### src/rtl/reg_file_scanner.sv
// Read-side sequencer for reg_file: on start, dumps every register as one valid/ready word, in index order.
// Each pair costs 3 cycles (capture + two words) with out_ready high; a stalled word holds data/idx/last stable.
module reg_file_scanner #(
  parameter int NREGS  = 32,
  parameter int ADDR_W = 5,
  parameter int DATA_W = 32
) (
  input  logic              clk,
  input  logic              rst,
  input  logic              start,
  output logic              busy,
  output logic              done,
  output logic [ADDR_W-1:0] rs1,
  output logic [ADDR_W-1:0] rs2,
  input  logic [DATA_W-1:0] rv1,
  input  logic [DATA_W-1:0] rv2,
  output logic              out_valid,
  input  logic              out_ready,
  output logic [DATA_W-1:0] out_data,
  output logic [ADDR_W-1:0] out_idx,
  output logic              out_last
);

  localparam logic [ADDR_W-1:0] LAST_IDX = ADDR_W'(NREGS - 1);
  localparam logic [ADDR_W-1:0] STEP     = ADDR_W'(2);

  typedef enum logic [1:0] {
    IDLE   = 2'd0,
    CAP    = 2'd1,
    SEND_A = 2'd2,
    SEND_B = 2'd3
  } state_t;

  state_t            state, state_nxt;
  logic [DATA_W-1:0] buf_b, buf_b_nxt;
  logic              busy_nxt, done_nxt;
  logic [ADDR_W-1:0] rs1_nxt, rs2_nxt;
  logic              out_valid_nxt;
  logic [DATA_W-1:0] out_data_nxt;
  logic [ADDR_W-1:0] out_idx_nxt;
  logic              out_last_nxt;

  logic hs;
  logic pair_last;

  assign hs        = out_valid & out_ready;
  assign pair_last = (rs2 == LAST_IDX);

  // State and every output live in this one register bank.
  always_ff @(posedge clk) begin
    if (rst) begin
      state     <= IDLE;
      buf_b     <= '0;
      busy      <= 1'b0;
      done      <= 1'b0;
      rs1       <= '0;
      rs2       <= ADDR_W'(1);
      out_valid <= 1'b0;
      out_data  <= '0;
      out_idx   <= '0;
      out_last  <= 1'b0;
    end else begin
      state     <= state_nxt;
      buf_b     <= buf_b_nxt;
      busy      <= busy_nxt;
      done      <= done_nxt;
      rs1       <= rs1_nxt;
      rs2       <= rs2_nxt;
      out_valid <= out_valid_nxt;
      out_data  <= out_data_nxt;
      out_idx   <= out_idx_nxt;
      out_last  <= out_last_nxt;
    end
  end

  always_comb begin
    state_nxt = state;
    case (state)
      IDLE:    if (start) state_nxt = CAP;
      CAP:     state_nxt = SEND_A;
      SEND_A:  if (hs) state_nxt = SEND_B;
      SEND_B:  if (hs) state_nxt = pair_last ? IDLE : CAP;
      default: state_nxt = IDLE;
    endcase
  end

  // Both rs addresses were set a full cycle before CAP, so rv1/rv2 are settled snapshots.
  always_comb begin
    buf_b_nxt     = buf_b;
    busy_nxt      = busy;
    done_nxt      = 1'b0;
    rs1_nxt       = rs1;
    rs2_nxt       = rs2;
    out_valid_nxt = out_valid;
    out_data_nxt  = out_data;
    out_idx_nxt   = out_idx;
    out_last_nxt  = out_last;
    case (state)
      IDLE: begin
        if (start) begin
          rs1_nxt  = '0;
          rs2_nxt  = ADDR_W'(1);
          busy_nxt = 1'b1;
        end
      end
      CAP: begin
        buf_b_nxt     = rv2;
        out_data_nxt  = rv1;
        out_idx_nxt   = rs1;
        out_valid_nxt = 1'b1;
        out_last_nxt  = 1'b0;
      end
      SEND_A: begin
        if (hs) begin
          out_data_nxt = buf_b;
          out_idx_nxt  = rs2;
          out_last_nxt = pair_last;
        end
      end
      SEND_B: begin
        if (hs) begin
          out_valid_nxt = 1'b0;
          if (pair_last) begin
            busy_nxt = 1'b0;
            done_nxt = 1'b1;
          end else begin
            rs1_nxt = rs1 + STEP;
            rs2_nxt = rs2 + STEP;
          end
        end
      end
      default: begin
        out_valid_nxt = 1'b0;
      end
    endcase
  end

endmodule

### config.mk
export PLATFORM = sky130hd
export DESIGN_NAME = reg_file_scanner
export DESIGN_NICKNAME = d
export VERILOG_FILES = /design/src/rtl/reg_file_scanner.sv
export SDC_FILE = /design/constraint.sdc
export NUM_CORES = 1
export LEC_CHECK = 0
export CORE_ASPECT_RATIO = 2
export CORE_MARGIN = 2
export CORE_UTILIZATION = 40
export CTS_BUF_LIST = sky130_fd_sc_hd__clkbuf_2
export CTS_CLUSTER_DIAMETER = 50
export DETAILED_ROUTE_END_ITERATION = 6
export HOLD_SLACK_MARGIN = 0.02
export PLACE_DENSITY = 0.72
export SETUP_SLACK_MARGIN = 0.05
export SYNTH_ARGS = -nofsm -noshare
export SYNTH_HDL_FRONTEND = slang
export SYNTH_SLANG_ARGS = --single-unit
### constraint.sdc
create_clock -name clk -period 2.7 [get_ports clk]
set_clock_uncertainty 0.1 [all_clocks]
set_input_delay 0.405 -clock clk [delete_from_list [all_inputs] [get_ports clk]]
set_output_delay 0.405 -clock clk [all_outputs]
set_load 0.02 [all_outputs]
Word level (Yosys, flattened, before mapping)
Cells that the tools add are included.
{"block": "totals", "word_cells": 60, "ram_bits": 0, "output_inout_bits": 51, "latchBits": 0, "rom_bits": 0, "input_bits": 68, "register_bits": 85, "n_memories": 0}
{"block": "op_classes", "n_div": 0, "muxes": 26, "mul": 0, "shift": 0, "n_eq_ne": 9, "bitwise": 3, "n_addsub": 2, "n_lt_le_gt_ge": 0, "reduce_logical": 10}
{"cell": "32-bit one-hot mux with 2 select lines", "n": 1}
{"cell": "5-bit two-way mux", "n": 7}
{"cell": "32-bit two-way mux", "n": 1}
{"cell": "5-bit one-hot mux with 2 select lines", "n": 3}
{"cell": "5-bit by 2-bit adder with 5-bit output, second input constant", "n": 2}
{"cell": "2-bit != test, second input constant", "n": 5}
{"cell": "2-bit one-hot mux with 4 select lines", "n": 1}
{"cell": "4-bit AND reduction", "n": 2}
{"cell": "1-bit two-way mux", "n": 7}
{"cell": "2-bit two-way mux", "n": 3}
{"cell": "1-bit one-hot mux with 2 select lines", "n": 3}
{"cell": "2-bit nonzero test", "n": 3}
{"cell": "5-bit equality test, second input constant", "n": 1}
{"cell": "2-bit equality test, second input constant", "n": 2}
{"cell": "2-bit AND reduction", "n": 2}
{"cell": "3-bit AND reduction", "n": 1}
{"cell": "3-bit OR reduction", "n": 1}
{"cell": "2-bit by 1-bit equality test with 1-bit output, second input constant", "n": 1}
{"cell": "2-bit logical NOT", "n": 1}
{"cell": "1-bit NOT", "n": 2}
{"cell": "1-bit AND", "n": 1}

Logic depth before layout (Yosys ltp)
Gate-level depths: netlist of run 1.
{"block": "logic_depth", "depth_word": 4, "ltp_mapped": 8, "ltp_nobuf": 6}

Worst setup path before layout of run 1
OpenSTA, ideal clock, no wires.
{"block": "synth_path", "path_type": "register to register", "from": "register state[1]", "to": "register out_data[0]", "setup_time_ns": 0.134, "synth_period_minus_slack_ns": 1.692, "slack_ns": 1.008, "path_buffers": 3, "stages_incl_launch_ff": 9, "required_ns": 2.466, "t_arrival_ns": 1.458, "cell_sequence": "dfxtp_1 inv_1 ha_1 buf_2 mux2_2 buf_4 buf_4 nor2_1 a211oi_1"}
{"block": "synth_via", "elab_chain_len": 3, "word_cells_on_any_way": 6, "cone_classes": "eq/ne: 3; mux: 1; reduce/logical: 2"}
{"element": "start, declared", "line_no": "34", "source": "state_t state, state_nxt;"}
{"element": "start signal, assigned", "line_no": "63", "source": "state <= state_nxt;"}
{"element": "2-bit equality test / 2-bit by 1-bit equality test with 1-bit output (equally long branches)", "line_no": "98", "source": "case (state)"}
{"element": "2-bit != test (no source line) / 2-bit nonzero test (equally long branches)"}
{"element": "2-bit AND reduction (no source line)"}
{"element": "end signal, assigned", "line_no": "70", "source": "out_data <= out_data_nxt;"}
{"element": "end, declared", "line_no": "19", "source": "output logic [DATA_W-1:0] out_data,"}
Parallel ways exist; a longest one is shown, timed or not.
A chain may end at the register's enable or synchronous reset.

Worst setup path after layout of run 1
{"block": "layout_path", "from": "register rs2[0]", "to": "output rs2[0]"}
{"element": "start, declared", "line_no": "14", "source": "output logic [ADDR_W-1:0] rs2,"}
{"element": "start signal, assigned", "line_no": "68", "source": "rs2 <= rs2_nxt;"}
No word-level cell between the ends.

==> impl_metrics.xml, run 1 <==
<?xml version="1.0" encoding="UTF-8"?>
<metrics>
  <group name="setup_path">
    <metric name="critPathLaunchType" unit="">flop</metric>
    <metric name="crit-reg2reg-capture" unit="">rs1[4]</metric>
    <metric name="launch_point_of_the_worst_reg_to_reg_path" unit="">state[0]</metric>
    <metric name="critPathRequiredTime" unit="ns">2.19</metric>
    <metric name="critical_path.startpoint" unit="">rs2[0]</metric>
    <metric name="timing.reg2reg.setup_slack" unit="ns">0.84</metric>
    <metric name="crit_arrival" unit="ns">1.67</metric>
    <metric name="worst-path-buf-inv" unit="">1</metric>
    <metric name="worst_path_largest_cell_delay" unit="ns">0.65</metric>
    <metric name="critical_path_class" unit="">reg -&gt; out</metric>
    <metric name="worst-path-max-fanout" unit="">5</metric>
    <metric name="critPathTopFamily" unit="">buffers and inverters</metric>
    <metric name="rr_worst_depth" unit="">6</metric>
    <metric name="path_cells" unit="">clkdlybuf4s50_1</metric>
    <metric name="timing.critical_path.to_type" unit="">primary output</metric>
    <metric name="slowest_stage" unit="">clkdlybuf4s50_1</metric>
    <metric name="worstSetupPathDepth" unit="">1</metric>
  </group>
  <group name="place">
    <metric name="detailedPlacementHpwl" unit="mm">6.50</metric>
    <metric name="placed_cells" unit="">549</metric>
    <metric name="pre_cts_ws" unit="ns">0.644</metric>
    <metric name="place_congestion" unit="">0.790</metric>
    <metric name="numPortBuffers" unit="">117</metric>
  </group>
  <group name="yosys">
    <metric name="synthesis.area" unit="µm²">3560</metric>
    <metric name="yosysTopAreaCellShare" unit="%">47.3</metric>
    <metric name="synth_edf_count" unit="">0</metric>
    <metric name="synth_largest_area_cell" unit="">dfxtp_1</metric>
    <metric name="synthTopCellsByArea" unit="">dfxtp_1 (47%), mux2i_1 (20%), nor2_1 (7.9%)</metric>
    <metric name="post_synth_inst_count" unit="">353</metric>
    <metric name="async_reset_ff_share" unit="%">0</metric>
    <metric name="post_synth.cell_area_avg" unit="µm²">10.1</metric>
    <metric name="seq_area_frac_synth" unit="%">47.3</metric>
    <metric name="post_synthesis_cell_type_count" unit="">34</metric>
    <metric name="ys_dominant_reg_cell" unit="">dfxtp_1</metric>
    <metric name="ys_seq_elements" unit="">84</metric>
    <metric name="synth.net_count" unit="">428</metric>
    <metric name="yosysWarnings" unit="">0</metric>
  </group>
  <group name="clock_tree">
    <metric name="ctsLongestPathBuffers" unit="">2</metric>
    <metric name="cts-root-buf" unit="">clkbuf_2</metric>
    <metric name="cts_htree_levels" unit="">3</metric>
    <metric name="cts_repair_resize_count" unit="">0</metric>
    <metric name="cts.hold.buffers_added" unit="">0</metric>
    <metric name="tritoncts" unit="">done</metric>
    <metric name="worst_skew_late_latency" unit="ns">0.53</metric>
    <metric name="cts.sink_count" unit="">84</metric>
    <metric name="clock_input_transition_at_the_sequential_cells_of_the_worst_setup_and_hold_paths" unit="ns">0.22</metric>
    <metric name="numCtsBuffers" unit="">9</metric>
    <metric name="post-cts-setup-buffers" unit="">0</metric>
  </group>
  <group name="floorplanning">
    <metric name="design.die.area" unit="µm²">9710</metric>
    <metric name="die-width" unit="µm">70.7</metric>
    <metric name="ioPinCount" unit="">119</metric>
    <metric name="rows" unit="">48</metric>
    <metric name="floorplan.initialDensity" unit="%">41.1</metric>
    <metric name="chipHeight" unit="µm">137</metric>
    <metric name="core_area" unit="µm²">8650</metric>
  </group>
  <group name="finish">
    <metric name="multi_input_comb_area" unit="µm²">1700</metric>
    <metric name="num-nets-final" unit="">535</metric>
    <metric name="final_cell_mix" unit="">clkdlybuf4s50_1 (116), dfxtp_1 (84), nor2_1 (75)</metric>
    <metric name="most_common_cell_after_layout_fill_and_taps_aside" unit="">clkdlybuf4s50_1</metric>
    <metric name="count_of_placed_standard_cells_in_the_final_layout_fillers_left_out" unit="">566</metric>
    <metric name="area_growth" unit="%">37.1</metric>
    <metric name="fill_cells" unit="">786</metric>
    <metric name="layout.area.seq" unit="µm²">1680</metric>
    <metric name="post_route_cells_drive_above_1_share" unit="%">6.88</metric>
  </group>
  <group name="timing">
    <metric name="finalSetupViolations" unit="">0</metric>
    <metric name="setup_repair_after_global_routing_missed_its_margin" unit="">no</metric>
    <metric name="tns" unit="ns">0</metric>
    <metric name="final-max-slew-violation-count" unit="">0</metric>
    <metric name="final_min_period_over_clock_period" unit="%">80.6</metric>
    <metric name="finalHoldViolCount" unit="">0</metric>
    <metric name="tightest_slew" unit="ns">0.610</metric>
    <metric name="worst_rel_slew_slack" unit="%">59.3</metric>
    <metric name="finalWorstPathRequiredPeriod" unit="ns">2.18</metric>
    <metric name="postLayoutSetupSlackWorst" unit="ns">0.523</metric>
    <metric name="hold-worst-slack" unit="ns">0.123</metric>
    <metric name="achievable-frequency" unit="GHz">0.459</metric>
  </group>
  <group name="global_routing">
    <metric name="globalRouteMet2Util" unit="%">33.8</metric>
    <metric name="first_pass_grt_wire_length" unit="mm">13.7</metric>
    <metric name="antenna_violations_before_repair" unit="">1</metric>
    <metric name="globalRouteMet3Util" unit="%">3.66</metric>
    <metric name="grt_use_total" unit="%">18.3</metric>
    <metric name="grt_max_degree" unit="">73</metric>
    <metric name="global_route.overflow_total" unit="">0</metric>
    <metric name="grtUsageMet1" unit="%">18.8</metric>
    <metric name="grt_most_used_layer" unit="">met2</metric>
    <metric name="vias_in_the_first_global_route" unit="">2814</metric>
  </group>
  <group name="routing">
    <metric name="drt.antenna.violating_nets" unit="">0</metric>
    <metric name="wl_per_cell" unit="µm">15.9</metric>
    <metric name="routed-via-count" unit="">2933</metric>
    <metric name="wirelength" unit="mm">9.01</metric>
    <metric name="viasPerCell" unit="">5.18</metric>
    <metric name="post-route-drc-count" unit="">0</metric>
    <metric name="drt-pass1-iter-count" unit="">4</metric>
    <metric name="detail_route.iter0.violations" unit="">100</metric>
  </group>
  <group name="run_status">
    <metric name="run_status" unit="">complete, no violations</metric>
  </group>
  <group name="worst_hold_path">
    <metric name="hold_critical_path_endpoint" unit="">done</metric>
    <metric name="min_path_cells" unit="">3</metric>
    <metric name="hold_class" unit="">in -&gt; reg</metric>
    <metric name="timing.hold.worst.start" unit="">rst</metric>
  </group>
  <group name="job">
    <metric name="maxCapViolCount" unit="">0</metric>
  </group>
  <group name="pwr">
    <metric name="power_leakage" unit="nW">1.74</metric>
    <metric name="vdd.ir_drop.worst" unit="mV">1.18</metric>
    <metric name="power" unit="W">0.00491</metric>
    <metric name="power.density" unit="nW/µm²">1010</metric>
  </group>
</metrics>
[Yosys cell counts (2+ instances only)]
cell and instances:
nor4_1 2, o21ai_0 6, nor2_1 75, or3_1 4, mux2i_1 72, ha_1 7, inv_1 5, nand3_1 2
a211oi_1 37, clkbuf_1 8, dfxtp_1 84, a32oi_1 2, buf_6 4, buf_2 7, nor2b_1 2, a22o_1 2
a21oi_1 6, nand2_1 3, buf_4 7, or4_1 2, nand2b_1 3
[power breakdown]
group          switching (W)  internal (W)
Sequential          0.000198       0.00160
Combinational        0.00128       0.00113
Clock               0.000411      0.000303
Total                0.00189       0.00302
[layer usage]
layer,part of all wire (%),vias up
li1,-,1459
met2,56,79
met4,4.0,0
met5,0,-
met3,4.0,26
met1,36,1369
[registers in the layout, summed over array words and instances, names as in the netlist]
name / cells
rs2: 5
out_idx: 5
done: 1
out_data: 32
rs1: 4
buf_b: 32
out_last: 1
out_valid: 1
busy: 1
state: 2
[layout make-up]
cell class                      instances  share of cell area, %
Clock buffer                           10                   1.03
Clock inverter                          6                   1.62
Antenna cell                            1                 0.0513
Sequential cell                        84                   34.5
Tap cell                              100                   2.57
Inverter                                5                  0.385
Multi-Input combinational cell        237                   34.8
Timing Repair Buffer                  123                   25.1
[worst max path at each step]
stage | end | slack (ns)
after floorplan | out_data[0] | 1.01
after global placement | out_data[6] | 0.70
after detailed placement | out_data[3] | 0.64
after CTS | rs2[1] | 0.48
after global routing | rs2[1] | 0.43
final | rs2[0] | 0.52
[logic make-up (layout without fill, tap and decap cells)]
logic type,Yosys count,count (layout),share of synthesized area (%)
buffers and inverters,32,144,5.21
adder cells (fa/ha/maj),7,7,2.46
other,1,2,0.105
multiplexers,74,74,21.0
flip-flops,84,84,47.3
AO/OA/AOI/OAI,58,58,12.1
AND/OR/NAND/NOR,97,97,11.9
[metrics by stage]
stage | utilization (%) | cell area, µm²
finish | 56.4 | 4880
global route | 56.4 | 4880
CTS | 56.4 | 4870
detailed placement | 54.9 | 4740
global placement | 54.9 | 4740
floorplan | - | 3560
(Power assumes the default switching activity.)
==> run 2, diff against run 1 <==
clock period = 2.25 ns   (was 2.7 ns; I/O delays follow)
==> run 2 against run 1 <==
  * Flip-flop and latch count did not move
  * Routed wire length rose by 3.8%
  * Combinational power increased by 22%
  * Global-route usage rose by 0.84 points
  * Via count up 1.7%
  * Non-clock buffer count up 1
  * Sequential power grew 21%
  * Highest routed layer unchanged
  * Count of clock-buffer cells in the layout is the same
  * Critical endpoint unchanged
  * Hold slack got worse by 0.028 ns
  * Clock power up 3.8%
==> impl_metrics.xml, run 2 (synthesized netlist as in run 1, its figures left out) <==
<?xml version="1.0" encoding="UTF-8"?>
<metrics>
  <group name="finish">
    <metric name="final_cell_mix" unit="">clkdlybuf4s50_1 (116), dfxtp_1 (84), nor2_1 (75)</metric>
    <metric name="fill_cells" unit="">815</metric>
    <metric name="post_route_cells_drive_above_1_share" unit="%">6.87</metric>
    <metric name="area_growth" unit="%">37.0</metric>
    <metric name="num-nets-final" unit="">536</metric>
    <metric name="layout.area.seq" unit="µm²">1680</metric>
    <metric name="multi_input_comb_area" unit="µm²">1700</metric>
    <metric name="reg.largest.list" unit="">buf_b: 32 flops, out_data: 32 flops</metric>
    <metric name="most_common_cell_after_layout_fill_and_taps_aside" unit="">clkdlybuf4s50_1</metric>
  </group>
  <group name="clock_tree">
    <metric name="ctsLongestPathBuffers" unit="">2</metric>
    <metric name="cts-root-buf" unit="">clkbuf_2</metric>
    <metric name="tritoncts" unit="">done</metric>
    <metric name="cts.sink_count" unit="">84</metric>
    <metric name="worst_skew_late_latency" unit="ns">0.52</metric>
    <metric name="numCtsBuffers" unit="">9</metric>
    <metric name="cts_htree_levels" unit="">3</metric>
    <metric name="clock_input_transition_at_the_sequential_cells_of_the_worst_setup_and_hold_paths" unit="ns">0.21</metric>
    <metric name="post-cts-setup-buffers" unit="">0</metric>
    <metric name="cts.hold.buffers_added" unit="">0</metric>
    <metric name="cts_repair_resize_count" unit="">0</metric>
  </group>
  <group name="pwr">
    <metric name="power.sequential.fraction" unit="%">37.1</metric>
    <metric name="pwr-share-clk" unit="%">12.7</metric>
    <metric name="net-switching-power" unit="W">0.00229</metric>
    <metric name="power_leakage" unit="nW">1.73</metric>
    <metric name="combinationalPowerShare" unit="%">50.2</metric>
    <metric name="vdd.ir_drop.worst" unit="mV">0.877</metric>
    <metric name="internal-power" unit="W">0.00355</metric>
    <metric name="power.density" unit="nW/µm²">1200</metric>
    <metric name="power_switching_share" unit="%">39.2</metric>
  </group>
  <group name="routing">
    <metric name="detail_route.iter0.violations" unit="">94</metric>
    <metric name="routed-via-count" unit="">2982</metric>
    <metric name="wirelength" unit="mm">9.35</metric>
    <metric name="wl_per_cell" unit="µm">16.5</metric>
    <metric name="viasPerCell" unit="">5.26</metric>
    <metric name="drt-pass1-iter-count" unit="">4</metric>
    <metric name="post-route-drc-count" unit="">0</metric>
    <metric name="drt.antenna.violating_nets" unit="">0</metric>
  </group>
  <group name="floorplanning">
    <metric name="core_area" unit="µm²">8650</metric>
    <metric name="ioPinCount" unit="">119</metric>
    <metric name="floorplan.initialDensity" unit="%">41.1</metric>
    <metric name="rows" unit="">48</metric>
    <metric name="chipHeight" unit="µm">137</metric>
    <metric name="design.die.area" unit="µm²">9710</metric>
    <metric name="die-width" unit="µm">70.7</metric>
  </group>
  <group name="run_status">
    <metric name="run_status" unit="">complete, no violations</metric>
  </group>
  <group name="setup_path">
    <metric name="worst-path-buf-inv" unit="">1</metric>
    <metric name="critPathLaunchType" unit="">flop</metric>
    <metric name="timing.critical_path.to_type" unit="">primary output</metric>
    <metric name="critPathTopFamily" unit="">buffers and inverters</metric>
    <metric name="path_cells" unit="">clkdlybuf4s50_1</metric>
    <metric name="critPathRequiredTime" unit="ns">1.81</metric>
    <metric name="worst-path-max-fanout" unit="">5</metric>
    <metric name="worst_path_largest_cell_delay" unit="ns">0.65</metric>
    <metric name="critical_path_class" unit="">reg -&gt; out</metric>
    <metric name="crit_arrival" unit="ns">1.64</metric>
    <metric name="slowest_stage" unit="">clkdlybuf4s50_1</metric>
  </group>
  <group name="global_routing">
    <metric name="grt_max_degree" unit="">46</metric>
    <metric name="grt_use_total" unit="%">19.1</metric>
    <metric name="antenna_violations_before_repair" unit="">1</metric>
    <metric name="global_route.overflow_total" unit="">0</metric>
    <metric name="vias_in_the_first_global_route" unit="">2946</metric>
    <metric name="first_pass_grt_wire_length" unit="mm">14.2</metric>
  </group>
  <group name="timing">
    <metric name="finalSetupViolations" unit="">0</metric>
    <metric name="finalHoldViolCount" unit="">0</metric>
    <metric name="worst_rel_slew_slack" unit="%">66.9</metric>
    <metric name="setup_repair_after_global_routing_missed_its_margin" unit="">no</metric>
    <metric name="hold-worst-slack" unit="ns">0.0952</metric>
    <metric name="tns" unit="ns">0</metric>
    <metric name="achievable-frequency" unit="GHz">0.482</metric>
    <metric name="final_min_period_over_clock_period" unit="%">92.2</metric>
    <metric name="finalWorstPathRequiredPeriod" unit="ns">2.07</metric>
    <metric name="final-max-slew-violation-count" unit="">0</metric>
    <metric name="tightest_slew" unit="ns">0.493</metric>
  </group>
  <group name="place">
    <metric name="detailedPlacementHpwl" unit="mm">6.99</metric>
    <metric name="place_congestion" unit="">0.807</metric>
    <metric name="numPortBuffers" unit="">117</metric>
  </group>
  <group name="worst_hold_path">
    <metric name="hold_class" unit="">in -&gt; reg</metric>
  </group>
  <group name="job">
    <metric name="maxCapViolCount" unit="">0</metric>
  </group>
</metrics>
## run 2: cell types whose count changed in the layout (fill, tap and decap cells not counted), sizes merged
cell	previous run	this run
buf	7	8
bufinv	2	1
clkinvlp	0	1
## run 2: final timing paths
path | from | to | slack (ns) | cells after the start
worst min register to register | out_data[14] | out_data[14] | 0.41 | 2
worst min-delay path | rst | buf_b[27] | 0.1 | 2
worst max-delay path | rs2[0] | rs2[0] | 0.18 | 1
worst max register to register | state[1] | rs1[4] | 0.35 | 6
## run 2: layout make-up
cell class              instances  share of cell area (%)
diodes                          1                  0.0514
clock buffers                  10                    1.03
clock inverters                 6                    1.13
inverters                       5                   0.385
multi-input cells             237                    34.8
flip-flops and latches         84                    34.5
well taps                     100                    2.57
repair buffers                124                    25.5
## run 2: stage by stage
step / instance area, µm² / util [%] / power (W) / setup slack (ns) / instances
after floorplan: 3560 / - / 0.00418 / 0.558 / 353
after global placement: 4760 / 55.1 / 0.00509 / 0.317 / 550
after detailed placement: 4760 / 55.1 / 0.00518 / 0.203 / 550
after CTS: 4870 / 56.3 / 0.00592 / 0.117 / 566
after global routing: 4870 / 56.3 / 0.00623 / 0.0900 / 567
final: 4870 / 56.3 / 0.00584 / 0.176 / 567
## run 2: routing by layer
metal / GRT usage (%) / routed length, µm / vias up
met5: 0 / 0 / -
met1: 18.7 / 3280 / 1403
met2: 36.4 / 5370 / 84
li1: - / - / 1471
met4: 11.3 / 324 / 0
met3: 3.37 / 377 / 24
## run 2: power by group through the flow
stage / Clock, W / Combinational [W] / Sequential (W)
after floorplan: 0 / 0.00170 / 0.00249
after global placement: 0 / 0.00290 / 0.00219
after detailed placement: 0 / 0.00297 / 0.00221
after CTS: 0.000772 / 0.00297 / 0.00218
after global routing: 0.000835 / 0.00317 / 0.00222
final: 0.000741 / 0.00293 / 0.00217
==> run 3, diff against run 2 <==
ABC_AREA = 1   (was unset)
CORE_ASPECT_RATIO = unset   (was 2)
PLACE_DENSITY = 0.73   (was 0.72)
==> run 3 against run 2 <==
  * Routed wire length is 2.0% higher
  * Critical path depth stayed put
  * Combinational power is 12% lower
  * Maximum frequency is 2.6% lower
  * Via count is 17% higher
  * Utilization is 2.3 points higher
  * Critical endpoint is now rs2[1]
==> impl_metrics.xml, run 3 <==
<?xml version="1.0" encoding="UTF-8"?>
<metrics>
  <group name="floorplanning">
    <metric name="rows" unit="">33</metric>
    <metric name="ioPinCount" unit="">119</metric>
    <metric name="core_area" unit="µm²">8300</metric>
    <metric name="chipHeight" unit="µm">96.8</metric>
    <metric name="die-width" unit="µm">96.8</metric>
    <metric name="design.die.area" unit="µm²">9360</metric>
    <metric name="floorplan.initialDensity" unit="%">41.5</metric>
  </group>
  <group name="setup_path">
    <metric name="timing.critical_path.to_type" unit="">primary output</metric>
    <metric name="worst-path-max-fanout" unit="">7</metric>
    <metric name="rr_worst_depth" unit="">8</metric>
    <metric name="worst_path_largest_cell_delay" unit="ns">0.66</metric>
    <metric name="critPathRequiredTime" unit="ns">1.81</metric>
    <metric name="path_cells" unit="">clkdlybuf4s50_1</metric>
    <metric name="crit_arrival" unit="ns">1.69</metric>
    <metric name="critical_path_class" unit="">reg -&gt; out</metric>
    <metric name="crit-reg2reg-capture" unit="">out_data[0]</metric>
    <metric name="slowest_stage" unit="">clkdlybuf4s50_1</metric>
    <metric name="critPathTopFamily" unit="">buffers and inverters</metric>
    <metric name="worst-path-buf-inv" unit="">1</metric>
    <metric name="timing.reg2reg.setup_slack" unit="ns">0.28</metric>
    <metric name="critPathLaunchType" unit="">flop</metric>
    <metric name="launch_point_of_the_worst_reg_to_reg_path" unit="">state[0]</metric>
  </group>
  <group name="place">
    <metric name="numPortBuffers" unit="">117</metric>
    <metric name="detailedPlacementHpwl" unit="mm">6.41</metric>
    <metric name="placed_cells" unit="">665</metric>
    <metric name="place_congestion" unit="">0.871</metric>
    <metric name="pre_cts_ws" unit="ns">0.287</metric>
  </group>
  <group name="clock_tree">
    <metric name="post-cts-setup-buffers" unit="">0</metric>
    <metric name="cts.hold.buffers_added" unit="">0</metric>
    <metric name="ctsLongestPathBuffers" unit="">2</metric>
    <metric name="numCtsBuffers" unit="">9</metric>
    <metric name="tritoncts" unit="">done</metric>
    <metric name="cts_repair_resize_count" unit="">0</metric>
    <metric name="cts-root-buf" unit="">clkbuf_2</metric>
    <metric name="cts.sink_count" unit="">84</metric>
    <metric name="clock_input_transition_at_the_sequential_cells_of_the_worst_setup_and_hold_paths" unit="ns">0.24</metric>
    <metric name="cts_htree_levels" unit="">3</metric>
    <metric name="worst_skew_late_latency" unit="ns">0.51</metric>
  </group>
  <group name="pwr">
    <metric name="vdd.ir_drop.worst" unit="mV">0.669</metric>
    <metric name="net-switching-power" unit="W">0.00231</metric>
    <metric name="power.sequential.fraction" unit="%">38.7</metric>
    <metric name="combinationalPowerShare" unit="%">45.3</metric>
    <metric name="power" unit="W">0.00568</metric>
    <metric name="pwr-share-clk" unit="%">16.0</metric>
    <metric name="power_leakage" unit="nW">1.91</metric>
    <metric name="power_switching_share" unit="%">40.7</metric>
    <metric name="power.density" unit="nW/µm²">1170</metric>
    <metric name="internal-power" unit="W">0.00337</metric>
  </group>
  <group name="routing">
    <metric name="viasPerCell" unit="">5.12</metric>
    <metric name="routed-via-count" unit="">3485</metric>
    <metric name="drt-pass1-iter-count" unit="">4</metric>
    <metric name="detail_route.iter0.violations" unit="">199</metric>
    <metric name="wl_per_cell" unit="µm">14.0</metric>
    <metric name="post-route-drc-count" unit="">0</metric>
    <metric name="wirelength" unit="mm">9.54</metric>
    <metric name="drt.antenna.violating_nets" unit="">0</metric>
  </group>
  <group name="yosys">
    <metric name="synth_compound_gate_area_share" unit="%">19.0</metric>
    <metric name="seq_area_frac_synth" unit="%">48.9</metric>
    <metric name="synth_largest_area_cell" unit="">dfxtp_1</metric>
    <metric name="synthesis.area" unit="µm²">3440</metric>
    <metric name="synthTopCellsByArea" unit="">dfxtp_1 (49%), nand2_1 (11%), o21ai_0 (9.2%)</metric>
    <metric name="yosysWarnings" unit="">0</metric>
    <metric name="post_synth_xor_area_fraction" unit="%">0</metric>
    <metric name="post_synth_inst_count" unit="">464</metric>
    <metric name="synth.top_cells.by_count" unit="">nand2_1 (105), dfxtp_1 (84), nor2_1 (78)</metric>
    <metric name="post_synthesis_cell_type_count" unit="">22</metric>
    <metric name="ys_dominant_reg_cell" unit="">dfxtp_1</metric>
    <metric name="synth_edf_count" unit="">0</metric>
    <metric name="yosysTopAreaCellShare" unit="%">48.9</metric>
    <metric name="async_reset_ff_share" unit="%">0</metric>
    <metric name="synthAdderAreaFrac" unit="%">2.54</metric>
    <metric name="yosysMostFrequentCell" unit="">nand2_1</metric>
    <metric name="yosys.area_share.simple" unit="%">23.8</metric>
    <metric name="post_synth.cell_area_avg" unit="µm²">7.42</metric>
    <metric name="largest_family_of_logic_cells_by_synthesized_area" unit="">simple AND/OR/NAND/NOR gates</metric>
    <metric name="yosys-mux-area-fraction" unit="%">0</metric>
    <metric name="synth.net_count" unit="">539</metric>
    <metric name="ys_seq_elements" unit="">84</metric>
  </group>
  <group name="finish">
    <metric name="num-nets-final" unit="">646</metric>
    <metric name="count_of_placed_standard_cells_in_the_final_layout_fillers_left_out" unit="">681</metric>
    <metric name="reg.largest.list" unit="">buf_b: 32 flops, out_data: 32 flops</metric>
    <metric name="n_antenna_cell" unit="">0</metric>
    <metric name="post_route_cells_drive_above_1_share" unit="%">6.08</metric>
    <metric name="most_common_cell_after_layout_fill_and_taps_aside" unit="">clkdlybuf4s50_1</metric>
    <metric name="final_cell_mix" unit="">clkdlybuf4s50_1 (117), nand2_1 (105), dfxtp_1 (81)</metric>
    <metric name="area_growth" unit="%">41.3</metric>
  </group>
  <group name="timing">
    <metric name="setup_repair_after_global_routing_missed_its_margin" unit="">no</metric>
    <metric name="finalSetupViolations" unit="">0</metric>
    <metric name="final_min_period_over_clock_period" unit="%">94.6</metric>
    <metric name="postLayoutSetupSlackWorst" unit="ns">0.122</metric>
    <metric name="achievable-frequency" unit="GHz">0.470</metric>
    <metric name="final-max-slew-violation-count" unit="">0</metric>
    <metric name="tns" unit="ns">0</metric>
    <metric name="finalWorstPathRequiredPeriod" unit="ns">2.13</metric>
    <metric name="finalHoldViolCount" unit="">0</metric>
  </group>
  <group name="global_routing">
    <metric name="antenna_violations_before_repair" unit="">0</metric>
    <metric name="grt_max_degree" unit="">76</metric>
    <metric name="first_pass_grt_wire_length" unit="mm">16.1</metric>
    <metric name="global_route.overflow_total" unit="">0</metric>
    <metric name="grt_use_total" unit="%">20.5</metric>
    <metric name="vias_in_the_first_global_route" unit="">3436</metric>
  </group>
  <group name="worst_hold_path">
    <metric name="min_path_cells" unit="">3</metric>
    <metric name="hold_class" unit="">in -&gt; reg</metric>
    <metric name="timing.hold.worst.start" unit="">rv1[9]</metric>
    <metric name="hold_critical_path_endpoint" unit="">out_data[9]</metric>
  </group>
  <group name="job">
    <metric name="maxCapViolCount" unit="">0</metric>
  </group>
  <group name="run_status">
    <metric name="run_status" unit="">complete, no violations</metric>
  </group>
</metrics>
-- run 3: changes by cell type after synthesis, sizes merged, moves of 9 or more --
cell,previous run,this run
a211oi,37,0
a31oi,1,36
clkbuf,8,17
inv,5,17
mux2i,72,0
nand2,3,108
o21ai,6,74
-- run 3: through the flow --
stage | hold slack (ns) | area (µm²) | utilization (%)
floorplan | 0.347 | 3440 | -
global placement | 0.353 | 4720 | 56.8
detailed placement | 0.358 | 4720 | 56.8
CTS | 0.215 | 4860 | 58.5
global route | 0.211 | 4860 | 58.6
finish | 0.257 | 4860 | 58.6
-- run 3: layer usage --
layer  vias up  part of all wire, %  GRT usage, %  wire (µm)
met5         -                    0             0          0
met4         0                  2.0          8.13        191
met3        16                  4.7          3.40        445
met1      1605                   45          26.1       4330
met2       114                   48          34.6       4570
li1       1750                    -             -          -
-- run 3: final cells by class --
class	instances	area (µm²)
fill	774	3440
multi-input combinational	333	1560
sequential	84	1690
clock inverter	7	97.6
clock buffer	9	45.0
timing repair buffer	126	1280
inverter	17	65.1
tap	105	131
-- run 3: worst max-delay path by stage --
| stage | from | end | slack [ns] | cells after the start |
|---|---|---|---|---|
| after floorplan | state[0] | out_data[16] | 0.71 | 8 |
| after global placement | out_ready | rs1[1] | 0.36 | 8 |
| after detailed placement | state[0] | out_data[13] | 0.29 | 8 |
| after CTS | rs2[3] | rs2[3] | 0.07 | 1 |
| after global routing | rs1[1] | rs1[1] | 0.05 | 1 |
| final | rs2[1] | rs2[1] | 0.12 | 1 |
-- run 3: power by group through the flow --
stage | combinational (W) | clock [W] | sequential (W)
after floorplan | 0.00123 | 0 | 0.00250
after global placement | 0.00251 | 0 | 0.00222
after detailed placement | 0.00256 | 0 | 0.00223
after CTS | 0.00258 | 0.000923 | 0.00220
after global routing | 0.00285 | 0.000987 | 0.00226
final | 0.00257 | 0.000909 | 0.00220
-- run 3: logic make-up (layout without fill, tap and decap cells) --
group	after synthesis	in the layout
flip-flops	84	84
adder cells (fa/ha/maj)	7	7
AND/OR/NAND/NOR	204	204
buffers and inverters	47	159
AO/OA/AOI/OAI	121	121
other	1	1
==> variant 1 (settings of run 2) <==
Encoding of `state_t`: now one-hot (4 bits for 4 states).
--- a/src/rtl/reg_file_scanner.sv
+++ b/src/rtl/reg_file_scanner.sv
@@ -25,9 +25,9 @@
   localparam logic [ADDR_W-1:0] STEP     = ADDR_W'(2);
 
-  typedef enum logic [1:0] {
-    IDLE   = 2'd0,
-    CAP    = 2'd1,
-    SEND_A = 2'd2,
-    SEND_B = 2'd3
+  typedef enum logic [3:0] {
+    IDLE   = 4'b0001,
+    CAP    = 4'b0010,
+    SEND_A = 4'b0100,
+    SEND_B = 4'b1000
   } state_t;
 
Formal check against the unedited RTL: no difference found for any inputs over 10 cycles, from zero or initial values and one cycle with rst high; not proved beyond that.
==> variant 1 against run 2 <==
Via count up 11%; synthesized area up 4.5%; sequential cell count up 2; setup slack worse by 0.021 ns; utilization up 0.85 points; cell area up 5.8%; critical path depth unchanged; worst hold slack better by 0.060 ns; count of clock-buffer cells in the layout down 1; routed wire length up 6.2%; critical path type unchanged; critical endpoint is now rs2[4].
Power is not compared: it rests on default switching activity, and its combinational part moved more than twofold at a synthesized area within 25%.
==> variant 1: results (changes against run 2) <==
syn nets 484 (+13%); r2r setup slk 0.26 ns (-0.09 ns); Hold Path Class in -> reg; CTS Buf Count 9 (unchanged); Unique masters post-synth 36 (+5.9%); commonest cells in the netlist 86 x dfxtp_1, 68 x nand2_1, 47 x a21oi_1; Leak 1.688 nW; Async SR Flop Fraction 0 (unchanged); R2R Path Start state[2]; post-synthesis sequential area ratio 0.4631 (-0.009596); RR Endpoint out_data[9]; Hold Path Origin rst; # nets final 593 (+11%); Clock transition at path regs 0.23 ns (+0.02 ns); GPL Wtd Cong 0.8282 (+2.7%); Rel. slew slack 0.6537 (-0.01485); clk_lat worst skew 0.54 ns (+0.02 ns); Hold Path Sink out_idx[0]; port bufs 117 (unchanged); Max FO, Critical Path 5 (unchanged); max incr delay on CP 0.64 ns; top cells by area, synth dfxtp_1 46%, mux2i_1 10%, nand2_1 6.9%; largest net degree at the start of global routing 40 (-13%); initial DRC count 177 (+88%); Via density 5.232 (-0.52%); CTS HTree Levels 3 (unchanged); largest registers buf_b: 32 flops, out_data: 32 flops; vias in the first global route 3,233 (+9.7%); worst r2r path cells 6 (unchanged); worst endpoint data arrival time 1.66 ns (+0.02 ns); global-route wire length before repair 15.61 mm (+9.8%); Top Family by Delay on Critical Path buffers and inverters; Root Driver clkbuf_2; Clock Path Buffers 2 (unchanged); ratio of cells with drive above 1 in the final layout 0.1025 (+0.03380); drt wl/cell 15.77 um (-4.4%); initial antenna violation count 1 (unchanged); status finished clean; Fillers 854 (+4.8%); Post-DP HPWL 7.263 mm (+3.9%); All-Layer GR Usage 0.1992 (+0.008018)
## variant 1: what timing repair did
item                                    4_1_cts  5_1_grt
endpoints found under the setup margin        0        3
endpoints found under the hold margin         0        0
gates resized for setup                       0        3
## variant 1: report_power, final
part	total [mW]	switching (mW)	internal, mW
Sequential	1.71	0.0731	1.64
Combinational	0.854	0.434	0.419
Clock	0.858	0.506	0.351
Total	3.42	1.01	2.41
## variant 1: through the flow
stage | power (mW) | cells | worst slack [ns] | cell area, um^2 | hold slack, ns
final | 3.425 | 630 | 0.1554 | 5154 | 0.1549
after global routing | 3.599 | 630 | 0.06321 | 5154 | 0.1372
after CTS | 3.454 | 629 | 0.07767 | 5147 | 0.1190
after detailed placement | 2.607 | 614 | 0.09071 | 5025 | 0.3465
after global placement | 2.584 | 614 | 0.1624 | 5025 | 0.3425
after floorplan | 2.205 | 414 | 0.5923 | 3717 | 0.3360
## variant 1: worst max-delay path by stage
stage / from / end / slack, ns / cells past startpoint
floorplan: state[0] / out_data[20] / 0.59 / 6
global placement: out_ready / out_data[14] / 0.16 / 7
detailed placement: out_ready / out_data[9] / 0.09 / 7
CTS: rs2[1] / rs2[1] / 0.08 / 1
global route: rs2[4] / rs2[4] / 0.06 / 1
finish: rs2[4] / rs2[4] / 0.16 / 1
## variant 1: cell type report
class	count	area share
Antenna cell	1	0.0004856
Sequential cell	86	0.3348
Timing Repair Buffer	132	0.2627
Tap cell	102	0.02476
Multi-Input combinational cell	289	0.3498
Clock inverter	6	0.01505
Clock buffer	9	0.008740
Inverter	5	0.003642
## variant 1: routing by layer
| metal | part of all wire | global-route usage | vias to the layer above |
|---|---|---|---|
| met5 | 0 | 0 | - |
| li1 | - | - | 1653 |
| met2 | 0.55 | 0.3583 | 90 |
| met3 | 0.037 | 0.03094 | 24 |
| met1 | 0.38 | 0.2159 | 1529 |
| met4 | 0.033 | 0.1053 | 0 |
## variant 1: logic make-up (layout without fill, tap and decap cells)
family	count (synthesis)	count (layout)	share of synthesized area
muxes	38	38	0.1023
xor gates and xnor gates	1	1	0.002357
and+or+nand+nor	148	148	0.1814
buffers and inverters	39	152	0.05386
DFF	86	86	0.4631
adders and majority gates	2	2	0.006731
other	1	2	0.001009
AOI/OAI and AO/OA	99	99	0.1892
==> variant 2 (settings of run 2) <==
Made on the original files. `DATA_W`: 32 -> 64.
--- a/src/rtl/reg_file_scanner.sv
+++ b/src/rtl/reg_file_scanner.sv
@@ -4,5 +4,5 @@
   parameter int NREGS  = 32,
   parameter int ADDR_W = 5,
-  parameter int DATA_W = 32
+  parameter int DATA_W = 64
 ) (
   input  logic              clk,
Ports: changed (resized out_data, rv1 and rv2); port bits go from 119 to 215. The function was not compared with the original's and may differ.
==> variant 2 against run 2 <==
Cell area rose by 77%; synthesized area rose by 69%; sequential cell count rose by 64; combinational power rose by 75%; routed wire length rose by 77%; setup slack improved by 0.0018 ns; first-iteration DRC count rose by 17%; critical path type unchanged; total power rose by 83%.
==> variant 2: results (changes against run 2) <==
Top Family by Delay on Critical Path buffers and inverters; Syn Inst Count 599 (+70%); Hold Path Origin rv2[42]; Via density 5.091 (-3.2%); WHS Path Cells 3 (+1); Hold Path Sink buf_b[42]; Unique masters post-synth 31 (-8.8%); CTS HTree Levels 4 (+1); R2R Path Start state[1]; r2r setup slk 0.25 ns (-0.10 ns); GPL Wtd Cong 0.8337 (+3.3%); drt wl/cell 16.53 um (+0.22%); CP startpoint out_data[36]; CP max-delay cell clkdlybuf4s50_1; Clock transition at path regs 0.25 ns (+0.04 ns); Hold Path Class in -> reg; syn nets 738 (+72%); port bufs 213 (+82%); vias post-DR 5,096 (+71%); RR Endpoint rs1[4]; initial DRC count 110 (+17%); max incr delay on CP 0.61 ns (-0.04 ns); worst vdd ir 0.8174 mV (-6.8%); Max FO, Critical Path 2 (-3); global-route wire length before repair 25.85 mm (+82%); Clock Path Buffers 2 (unchanged); pre-CTS WS 0.1622 ns (-0.04062 ns); initial antenna violation count 2 (+1); Fillers 1,323 (+62%); Ys Warns 0 (unchanged); Crit Path Class reg -> out; post-synthesis sequential area ratio 0.4938 (+0.02111); All-Layer GR Usage 0.2029 (+0.01168); worst r2r path cells 6 (unchanged); Placed Instances 966 (+76%); largest registers buf_b: 64 flops, out_data: 64 flops; status finished clean; CTS Buf Count 17 (+8); Leak 3.722 nW (+110%); # nets final 930 (+74%); Async SR Flop Fraction 0 (unchanged); hold slack final 0.1541 ns (+0.05886 ns); worst endpoint data arrival time 1.63 ns; ys flop type dfxtp_1; clk_lat worst skew 0.65 ns (+0.13 ns); largest net degree at the start of global routing 103 (+120%); Setup Buffers After CTS 0 (unchanged); ratio of cells with drive above 1 in the final layout 0.05970 (-0.008968); placed inst area 8293 um^2 (+74%); worst slew pin tran 0.5014 ns (+0.008796 ns); Root Driver clkbuf_2; max-cap check violation count 0 (unchanged); area growth from synthesis to layout 43.44%; top cells by area, synth dfxtp_1 49%, mux2i_1 23%, nor2_1 8.8%; Post-DP HPWL 11.80 mm (+69%); Initial DRT Pass Iterations 4 (unchanged); commonest cells in the netlist 148 x dfxtp_1, 140 x nor2_1, 137 x mux2i_1
variant 2: cell families after synthesis:
kind of cell,after synthesis,synth area share
and+or+nand+nor,169,0.1149
buffers and inverters,49,0.03754
adders and majority gates,7,0.01460
DFF,148,0.4938
AOI/OAI and AO/OA,88,0.1099
muxes,137,0.2286
other,1,0.0006251
variant 2: report_power, final:
part	switching [mW]	total, mW	internal (mW)
sequential	0.425	3.88	3.46
combinational	2.87	5.14	2.27
clock	0.991	1.64	0.649
variant 2: final cells by class:
class                      count  share of cell area
clock buffer                  19             0.01105
multi-input combinational    402              0.3302
antenna                        2           0.0005816
tap                          195             0.02835
sequential                   148              0.3447
inverter                       2           0.0008723
clock inverter                13             0.02006
timing repair buffer         220              0.2642
variant 2: worst max-delay path by stage:
stage | end | slack, ns
finish | out_data[36] | 0.18
global route | out_data[47] | 0.05
CTS | rs2[1] | 0.006
detailed placement | rs1[4] | 0.16
global placement | rs1[4] | 0.18
floorplan | out_data[0] | 0.38
variant 2: what timing repair did:
item,4_1_cts,5_1_grt
endpoints found under the hold margin,34,0
setup endpoints to repair,40,31
pin swaps,0,0
hold buffers,1,0
gates resized for setup,41,31
variant 2: layer usage:
metal  GRT usage  vias to the layer above  wire length, um  part of all wire
met3     0.05877                       21              830             0.050
met1      0.2039                     2409             6031              0.36
met4     0.08462                        0              430             0.026
met2      0.3840                      156             9256              0.56
met5           0                        -                0                 0
li1            -                     2510                -                 -
